<file path="src/rtl/fft_vga_pkg.sv">
// Shared types and constants for the FFT spectrum-bar framebuffer writer.
package fft_vga_pkg;

  typedef enum logic {
    CAPTURE = 1'b0,
    RENDER  = 1'b1
  } state_t;

  typedef logic [15:0] rgb565_t;

  localparam int          MAG_W          = 16;
  localparam int          DEF_NUM_BINS   = 64;
  localparam int          DEF_MAG_SHIFT  = 4;
  localparam int          DEF_BAR_W      = 5;
  localparam int          DEF_H_RES      = 320;
  localparam int          DEF_V_RES      = 240;
  localparam logic [31:0] DEF_FB_BASE    = 32'h0000_0000;
  localparam rgb565_t     COLOR_GREEN    = 16'h07E0;
  localparam rgb565_t     COLOR_BLACK    = 16'h0000;

  // Bits needed to hold a bar height in the range 0..v_res inclusive.
  function automatic int height_w(input int v_res);
    return $clog2(v_res + 1);
  endfunction

endpackage

</file>
<file path="src/rtl/fft_bar_renderer_if.sv">
// Bin stream sink plus Avalon-MM write master signals of the bar renderer.
interface fft_bar_renderer_if;
  import fft_vga_pkg::*;

  logic             snk_valid;
  logic             snk_ready;
  logic             snk_sop;
  logic             snk_eop;
  logic [MAG_W-1:0] snk_mag;
  logic [31:0]      avm_address;
  logic             avm_write;
  rgb565_t          avm_writedata;
  logic             avm_waitrequest;

  modport master (
    input  snk_valid, snk_sop, snk_eop, snk_mag, avm_waitrequest,
    output snk_ready, avm_address, avm_write, avm_writedata
  );

  modport slave (
    output snk_valid, snk_sop, snk_eop, snk_mag, avm_waitrequest,
    input  snk_ready, avm_address, avm_write, avm_writedata
  );
endinterface

</file>
<file path="src/rtl/fb_scan_counter.sv">
// Row-major framebuffer scan: x/y position, bar/in-bar bin tracking and the
// running byte address, all stepped by a single advance strobe.
module fb_scan_counter
  import fft_vga_pkg::*;
#(
  parameter int          NUM_BINS = DEF_NUM_BINS,
  parameter int          H_RES    = DEF_H_RES,
  parameter int          V_RES    = DEF_V_RES,
  parameter int          BAR_W    = DEF_BAR_W,
  parameter logic [31:0] FB_BASE  = DEF_FB_BASE,
  localparam int         BIN_W    = $clog2(NUM_BINS),
  localparam int         Y_W      = $clog2(V_RES)
) (
  input  logic             clk,
  input  logic             rst_n,
  input  logic             advance,
  output logic             last,
  output logic [BIN_W-1:0] bin,
  output logic [Y_W-1:0]   y,
  output logic [31:0]      addr
);

  localparam int X_W   = $clog2(H_RES);
  localparam int INB_W = $clog2(BAR_W + 1);

  logic [X_W-1:0]   x_r;
  logic [Y_W-1:0]   y_r;
  logic [BIN_W-1:0] bar_r;
  logic [INB_W-1:0] inbar_r;
  logic [31:0]      addr_r;
  logic             x_end_s;
  logic             y_end_s;
  logic             inbar_end_s;

  assign x_end_s     = (x_r == X_W'(H_RES - 1));
  assign y_end_s     = (y_r == Y_W'(V_RES - 1));
  assign inbar_end_s = (inbar_r == INB_W'(BAR_W - 1));
  assign last        = x_end_s && y_end_s;
  assign bin         = bar_r;
  assign y           = y_r;
  assign addr        = addr_r;

  // Scan position registers; the final pixel wraps everything back to the origin.
  always_ff @(posedge clk or negedge rst_n) begin
    if (!rst_n) begin
      x_r     <= '0;
      y_r     <= '0;
      bar_r   <= '0;
      inbar_r <= '0;
      addr_r  <= FB_BASE;
    end else if (advance) begin
      if (last) begin
        x_r     <= '0;
        y_r     <= '0;
        bar_r   <= '0;
        inbar_r <= '0;
        addr_r  <= FB_BASE;
      end else begin
        addr_r <= addr_r + 32'd2;
        if (x_end_s) begin
          x_r     <= '0;
          bar_r   <= '0;
          inbar_r <= '0;
          y_r     <= y_r + Y_W'(1);
        end else begin
          x_r <= x_r + X_W'(1);
          if (inbar_end_s) begin
            inbar_r <= '0;
            bar_r   <= bar_r + BIN_W'(1);
          end else begin
            inbar_r <= inbar_r + INB_W'(1);
          end
        end
      end
    end
  end

endmodule

</file>
<file path="src/rtl/fft_bar_renderer.sv">
// Captures one packet of FFT bins as bar heights, then writes a full RGB565
// bar-graph frame to the framebuffer through an Avalon-MM write master.
module fft_bar_renderer
  import fft_vga_pkg::*;
#(
  parameter int          NUM_BINS  = DEF_NUM_BINS,
  parameter int          MAG_SHIFT = DEF_MAG_SHIFT,
  parameter int          H_RES     = DEF_H_RES,
  parameter int          V_RES     = DEF_V_RES,
  parameter int          BAR_W     = DEF_BAR_W,
  parameter logic [31:0] FB_BASE   = DEF_FB_BASE,
  parameter rgb565_t     BAR_COLOR = COLOR_GREEN,
  parameter rgb565_t     BG_COLOR  = COLOR_BLACK
) (
  input  logic                clk_clk,
  input  logic                reset_reset_n,
  fft_bar_renderer_if.master  bus,
  output logic                busy,
  output logic                frame_done
);

  localparam int HW    = height_w(V_RES);
  localparam int BIN_W = $clog2(NUM_BINS);
  localparam int Y_W   = $clog2(V_RES);
  localparam int IDX_W = $clog2(NUM_BINS + 1);

  function automatic logic [HW-1:0] mag_to_height(input logic [MAG_W-1:0] mag);
    logic [MAG_W-1:0] scaled;
    scaled = mag >> MAG_SHIFT;
    return (scaled > MAG_W'(V_RES)) ? HW'(V_RES) : HW'(scaled);
  endfunction

  state_t           state_r;
  state_t           state_s;
  logic             in_pkt_r;
  logic [IDX_W-1:0] idx_r;
  logic [HW-1:0]    heights_r [NUM_BINS];
  logic             frame_done_r;
  logic             accept_s;
  logic             rendering_s;
  logic             advance_s;
  logic             last_s;
  logic             lit_s;
  logic [BIN_W-1:0] scan_bin_s;
  logic [Y_W-1:0]   scan_y_s;
  logic [31:0]      scan_addr_s;

  assign rendering_s = (state_r == RENDER);
  assign accept_s    = bus.snk_valid && (state_r == CAPTURE);
  assign advance_s   = rendering_s && !bus.avm_waitrequest;

  fb_scan_counter #(
    .NUM_BINS (NUM_BINS),
    .H_RES    (H_RES),
    .V_RES    (V_RES),
    .BAR_W    (BAR_W),
    .FB_BASE  (FB_BASE)
  ) u_scan (
    .clk     (clk_clk),
    .rst_n   (reset_reset_n),
    .advance (advance_s),
    .last    (last_s),
    .bin     (scan_bin_s),
    .y       (scan_y_s),
    .addr    (scan_addr_s)
  );

  // State register and end-of-frame pulse.
  always_ff @(posedge clk_clk or negedge reset_reset_n) begin
    if (!reset_reset_n) begin
      state_r      <= CAPTURE;
      frame_done_r <= 1'b0;
    end else begin
      state_r      <= state_s;
      frame_done_r <= advance_s && last_s;
    end
  end

  // Next state: an accepted eop inside a packet starts rendering.
  always_comb begin
    state_s = state_r;
    case (state_r)
      CAPTURE: begin
        if (accept_s && bus.snk_eop && (bus.snk_sop || in_pkt_r)) begin
          state_s = RENDER;
        end else begin
          state_s = CAPTURE;
        end
      end
      RENDER: begin
        if (advance_s && last_s) begin
          state_s = CAPTURE;
        end else begin
          state_s = RENDER;
        end
      end
      default: state_s = CAPTURE;
    endcase
  end

  // Bin capture; sop restarts the packet and clears stale heights.
  always_ff @(posedge clk_clk or negedge reset_reset_n) begin
    if (!reset_reset_n) begin
      in_pkt_r <= 1'b0;
      idx_r    <= '0;
      for (int i = 0; i < NUM_BINS; i++) heights_r[i] <= '0;
    end else if (accept_s && bus.snk_sop) begin
      for (int i = 0; i < NUM_BINS; i++) heights_r[i] <= '0;
      heights_r[0] <= mag_to_height(bus.snk_mag);
      idx_r        <= IDX_W'(1);
      in_pkt_r     <= !bus.snk_eop;
    end else if (accept_s && in_pkt_r) begin
      if (idx_r < IDX_W'(NUM_BINS)) begin
        heights_r[idx_r[BIN_W-1:0]] <= mag_to_height(bus.snk_mag);
        idx_r                       <= idx_r + IDX_W'(1);
      end
      in_pkt_r <= !bus.snk_eop;
    end
  end

  assign lit_s = (int'(scan_y_s) >= (V_RES - int'(heights_r[scan_bin_s])));

  assign bus.snk_ready     = (state_r == CAPTURE);
  assign bus.avm_write     = rendering_s;
  assign bus.avm_address   = rendering_s ? scan_addr_s : 32'h0000_0000;
  assign bus.avm_writedata = rendering_s ? (lit_s ? BAR_COLOR : BG_COLOR) : 16'h0000;
  assign busy              = rendering_s;
  assign frame_done        = frame_done_r;

endmodule

</file>
<file path="src/flat_wrapper.sv">
// flat-port wrapper written by rule: the top's interface ports become plain ports
module fft_bar_renderer_flat import fft_vga_pkg::*;
#(
  parameter int          NUM_BINS  = DEF_NUM_BINS,
  parameter int          MAG_SHIFT = DEF_MAG_SHIFT,
  parameter int          H_RES     = DEF_H_RES,
  parameter int          V_RES     = DEF_V_RES,
  parameter int          BAR_W     = DEF_BAR_W,
  parameter logic [31:0] FB_BASE   = DEF_FB_BASE,
  parameter rgb565_t     BAR_COLOR = COLOR_GREEN,
  parameter rgb565_t     BG_COLOR  = COLOR_BLACK
)
  (clk_clk, reset_reset_n, busy, frame_done, bus_snk_valid, bus_snk_sop, bus_snk_eop, bus_snk_mag, bus_avm_waitrequest, bus_snk_ready, bus_avm_address, bus_avm_write, bus_avm_writedata);
  fft_bar_renderer_if bus_i ();
  input  logic clk_clk;
  input  logic reset_reset_n;
  output logic busy;
  output logic frame_done;
  input wire logic [$bits(bus_i.snk_valid)-1:0] bus_snk_valid;
  input wire logic [$bits(bus_i.snk_sop)-1:0] bus_snk_sop;
  input wire logic [$bits(bus_i.snk_eop)-1:0] bus_snk_eop;
  input wire logic [$bits(bus_i.snk_mag)-1:0] bus_snk_mag;
  input wire logic [$bits(bus_i.avm_waitrequest)-1:0] bus_avm_waitrequest;
  output wire logic [$bits(bus_i.snk_ready)-1:0] bus_snk_ready;
  output wire logic [$bits(bus_i.avm_address)-1:0] bus_avm_address;
  output wire logic [$bits(bus_i.avm_write)-1:0] bus_avm_write;
  output wire logic [$bits(bus_i.avm_writedata)-1:0] bus_avm_writedata;
  assign bus_i.snk_valid = bus_snk_valid;
  assign bus_i.snk_sop = bus_snk_sop;
  assign bus_i.snk_eop = bus_snk_eop;
  assign bus_i.snk_mag = bus_snk_mag;
  assign bus_i.avm_waitrequest = bus_avm_waitrequest;
  assign bus_snk_ready = bus_i.snk_ready;
  assign bus_avm_address = bus_i.avm_address;
  assign bus_avm_write = bus_i.avm_write;
  assign bus_avm_writedata = bus_i.avm_writedata;
  fft_bar_renderer #(.NUM_BINS(NUM_BINS), .MAG_SHIFT(MAG_SHIFT), .H_RES(H_RES), .V_RES(V_RES), .BAR_W(BAR_W), .FB_BASE(FB_BASE), .BAR_COLOR(BAR_COLOR), .BG_COLOR(BG_COLOR)) u_core (.clk_clk(clk_clk), .reset_reset_n(reset_reset_n), .bus(bus_i), .busy(busy), .frame_done(frame_done));
endmodule
</file>
<file path="config.mk">
export PLATFORM = sky130hd
export DESIGN_NAME = fft_bar_renderer_flat
export DESIGN_NICKNAME = d
export VERILOG_FILES = /design/src/rtl/fft_vga_pkg.sv /design/src/rtl/fft_bar_renderer_if.sv /design/src/rtl/fb_scan_counter.sv /design/src/rtl/fft_bar_renderer.sv /design/src/flat_wrapper.sv
export SDC_FILE = /design/constraint.sdc
export NUM_CORES = 1
export LEC_CHECK = 0
export CORE_ASPECT_RATIO = 0.6
export CORE_MARGIN = 3
export CORE_UTILIZATION = 46
export DETAILED_ROUTE_END_ITERATION = 6
export HOLD_SLACK_MARGIN = 0.06
export PLACE_DENSITY_LB_ADDON = 0.1
export RECOVER_POWER = 100
export SETUP_SLACK_MARGIN = 0.1
export SLEW_MARGIN = 15
export SYNTH_ARGS = -nofsm -noshare
export SYNTH_HDL_FRONTEND = slang
export SYNTH_HIERARCHICAL = 1
export SYNTH_SLANG_ARGS = --single-unit
</file>
<file path="constraint.sdc">
create_clock -name clk_clk -period 6.2 [get_ports clk_clk]
set_input_delay 0.93 -clock clk_clk [delete_from_list [all_inputs] [get_ports clk_clk]]
set_output_delay 0.93 -clock clk_clk [all_outputs]
set_load 0.05 [all_outputs]
</file>
==> flow_summary.json <==
{
  "fillers": 5282,
  "place.gp.congestion": 0.887,
  "io_buffer_count": 58,
  "tns_ps": 0,
  "placed_cells": 3397,
  "cp_common_cell": "buf_4",
  "powerDensity_nw_per_um2": 300,
  "worstPathRequired_ps": 5270,
  "clk_pin_slew_ps": 70,
  "cp_max_fo": 21,
  "r2r_slack_ps": 330,
  "seq_area_frac_synth_pct": 51.3,
  "numCtsBuffers": 55,
  "ys_warn_count": 6,
  "syn-cell-area_um2": 28200,
  "synthArstFlopShare_pct": 100,
  "wirelength_um": 89600,
  "dp_slack_ps": 568,
  "postPlaceCellArea_um2": 29400,
  "clock_skew_ps": 17.6,
  "synthXorXnorAreaFrac_pct": 0.776,
  "fmax_mhz": 167,
  "final-seq-area_um2": 14500,
  "p_leak_nw": 13.3,
  "first_global_vias": 21101,
  "yosys.area.top_type": "dfrtp_1",
  "cts_max_path_buffers": 3,
  "route.antenna.remaining_nets": 0,
  "root_buffer": "clkbuf_16",
  "synth_cells": 2687,
  "area_delta_synth_final_pct": 11.7,
  "worst-slew-pin-transition_ps": 4260,
  "worstPathArrival_ps": 5050,
  "min_path_type": "input port to async pin",
  "synth_top_family_by_area": "multiplexers",
  "viasPerCell": 6.22,
  "synth_ff_type": "dfrtp_1",
  "slew_violations": 522,
  "final_nets": 2695,
  "wl_per_cell_um": 25.5,
  "synth_compound_area_share_pct": 13.8,
  "crit_chain": "buf_4 > mux4_1 > mux4_2 > mux2_2 > mux2i_1 > and2_4 > nand2_4 > xor2_1 > ha_1 > a21o_1 > a211o_1 > o211ai_1 > a31oi_2 > buf_4",
  "crit_path_end": "bus_avm_writedata[10]",
  "hold_ws_ps": 309,
  "drv_cap": 6,
  "synth_fa_ha_area_share_pct": 0.754,
  "clkLatencyLatePin_ps": 610,
  "startpoint": "u_core/u_scan/bin[2]",
  "synth.avg_cell_area_um2": 10.5,
  "drive_above_1_share_pct": 13.1,
  "start_util_pct": 47.1,
  "ys_ff_latch": 579,
  "setup_viol": 0,
  "rows": 69,
  "synth-edff-count": 0,
  "r2r-end": "u_core/heights_r[455]",
  "ir_drop_mv": 0.195,
  "slowest_delay_ps": 790,
  "crit_slowest_cell": "dfrtp_4",
  "worstReg2RegStart": "u_core/bus.avm_write",
  "via_count": 21889,
  "reg2reg_depth": 5,
  "relSlewSlack_pct": -184,
  "io_pins": 74,
  "synthMuxAreaShare_pct": 14.8,
  "post-route-util_pct": 52.6,
  "synth_top_area_share_pct": 51.3,
  "dieArea_um2": 64500,
  "drcViolationCount": 0,
  "final_common_cell": "dfrtp_1",
  "clkSinkCount": 579,
  "gr-total-overflow": 0,
  "first_pass_iters": 5,
  "dr.first_iter.drc_count": 2600,
  "end_kind": "output port",
  "violations": "capacitance limit, slew limit",
  "finalCritPeriodShare_pct": 96.4,
  "power.total_mw": 9.46,
  "synth_cell_type_count": 69,
  "outcome": "complete, but fails checks",
  "rsz0062_at_grt": "no",
  "htreeDepth": 2,
  "stdcell_area_um2": 31500,
  "synthSimpleGateAreaFrac_pct": 14.3,
  "critical_path_class": "flop to output port",
  "hold_viol": 0,
  "grt_pass1_wl_um": 136000,
  "final_cell_mix": "575 x dfrtp_1, 373 x nor2_1, 342 x nand2_1",
  "synthTopCellsByArea": "dfrtp_1 51%, mux4_2 11%, nor2_1 5.1%, a211oi_1 4.7%, nand2_1 4.5%",
  "grt_usage_pct": 27.7,
  "cts_tree": "built",
  "antenna_found_initial": 4,
  "setup_ws_ps": 224,
  "instances_no_fill": 3518,
  "chipHeight_um": 198,
  "hpwlAfterDp_um": 59000,
  "grt_max_degree": 151,
  "multi_input_area_um2": 12700,
  "core-area_um2": 59900,
  "die_w_um": 326,
  "period_minus_slack_ps": 5980,
  "start_kind": "flop"
}
==> area by class of cell <==
type	count	area share (%)
sequential	579	46.0
multi-input combinational	1861	40.2
clock buffer	82	5.40
timing repair buffer	140	4.09
tap	816	3.24
clock inverter	18	0.857
inverter	19	0.226
antenna	3	0.0238
==> kinds of logic (layout without fill, tap and decap cells) <==
| family | Yosys count | in the layout |
|---|---|---|
| adder cells (fa/ha/maj) | 17 | 17 |
| XOR/XNOR | 25 | 25 |
| flip-flops | 579 | 579 |
| AND/OR/NAND/NOR | 931 | 931 |
| AO/OA/AOI/OAI | 635 | 635 |
| other | 2 | 14 |
| buffers and inverters | 256 | 259 |
| multiplexers | 242 | 242 |
==> sequential cells by signal, indices dropped and copies added (netlist names), 3 cells and up <==
| register | count |
|---|---|
| u_core/idx_r | 7 |
| u_core/heights_r | 512 |
| u_core/u_scan/bin | 6 |
| u_core/u_scan/inbar_r | 3 |
| u_core/u_scan/y | 8 |
| u_core/u_scan/addr | 31 |
| u_core/u_scan/x_r | 9 |
==> worst min-delay path by stage <==
| stage | cells after the start | from | to |
|---|---|---|---|
| floorplan | 2 | u_core/heights_r[194] | u_core/heights_r[194] |
| global placement | 2 | u_core/heights_r[419] | u_core/heights_r[419] |
| detailed placement | 2 | u_core/heights_r[438] | u_core/heights_r[438] |
| CTS | 1 | reset_reset_n | u_core/heights_r[147] |
| global route | 1 | reset_reset_n | u_core/heights_r[147] |
| finish | 1 | reset_reset_n | u_core/heights_r[147] |
==> synth_stat cells (all sizes together) (14+ instances only) <==
cell type,count
nand2,344
a22o,27
o22ai,20
dfrtp,579
o31ai,14
and2,45
inv,19
nor2,385
mux4,138
a211oi,178
clkbuf,182
nor3,16
nand3,29
a21oi,127
buf,55
or3,14
o21ai,231
or4,15
nand4,15
mux2i,96
xnor2,15
ha,17
==> report_power, final <==
group	internal, mW	switching [mW]
registers	3.84	0.166
logic	0.744	1.02
clock network	2.18	1.51
==> per-layer routing <==
layer / up-vias / track usage (%) / share of wire, %
met5: - / 0 / 0.040
li1: 9508 / - / -
met4: 4 / 6.30 / 2.0
met2: 1022 / 37.0 / 40
met1: 11237 / 43.0 / 46
met3: 118 / 9.53 / 12
==> repair_timing <==
item,4_1_cts,5_1_grt
buffers inserted,7,10
gates cloned,0,1
hold buffers,0,0
resized for setup,2,4
endpoints found under the setup margin,6,6
==> critical path, delay by kind of cell (launching register included) <==
kind / cells / cell delay (ps)
buffers and inverters: 2 / 580
muxes: 4 / 1570
DFF: 1 / 790
and+or+nand+nor: 2 / 300
adders and majority gates: 1 / 270
AOI/OAI and AO/OA: 4 / 770
xor gates and xnor gates: 1 / 150
Power figures use the tool's default switching activity.
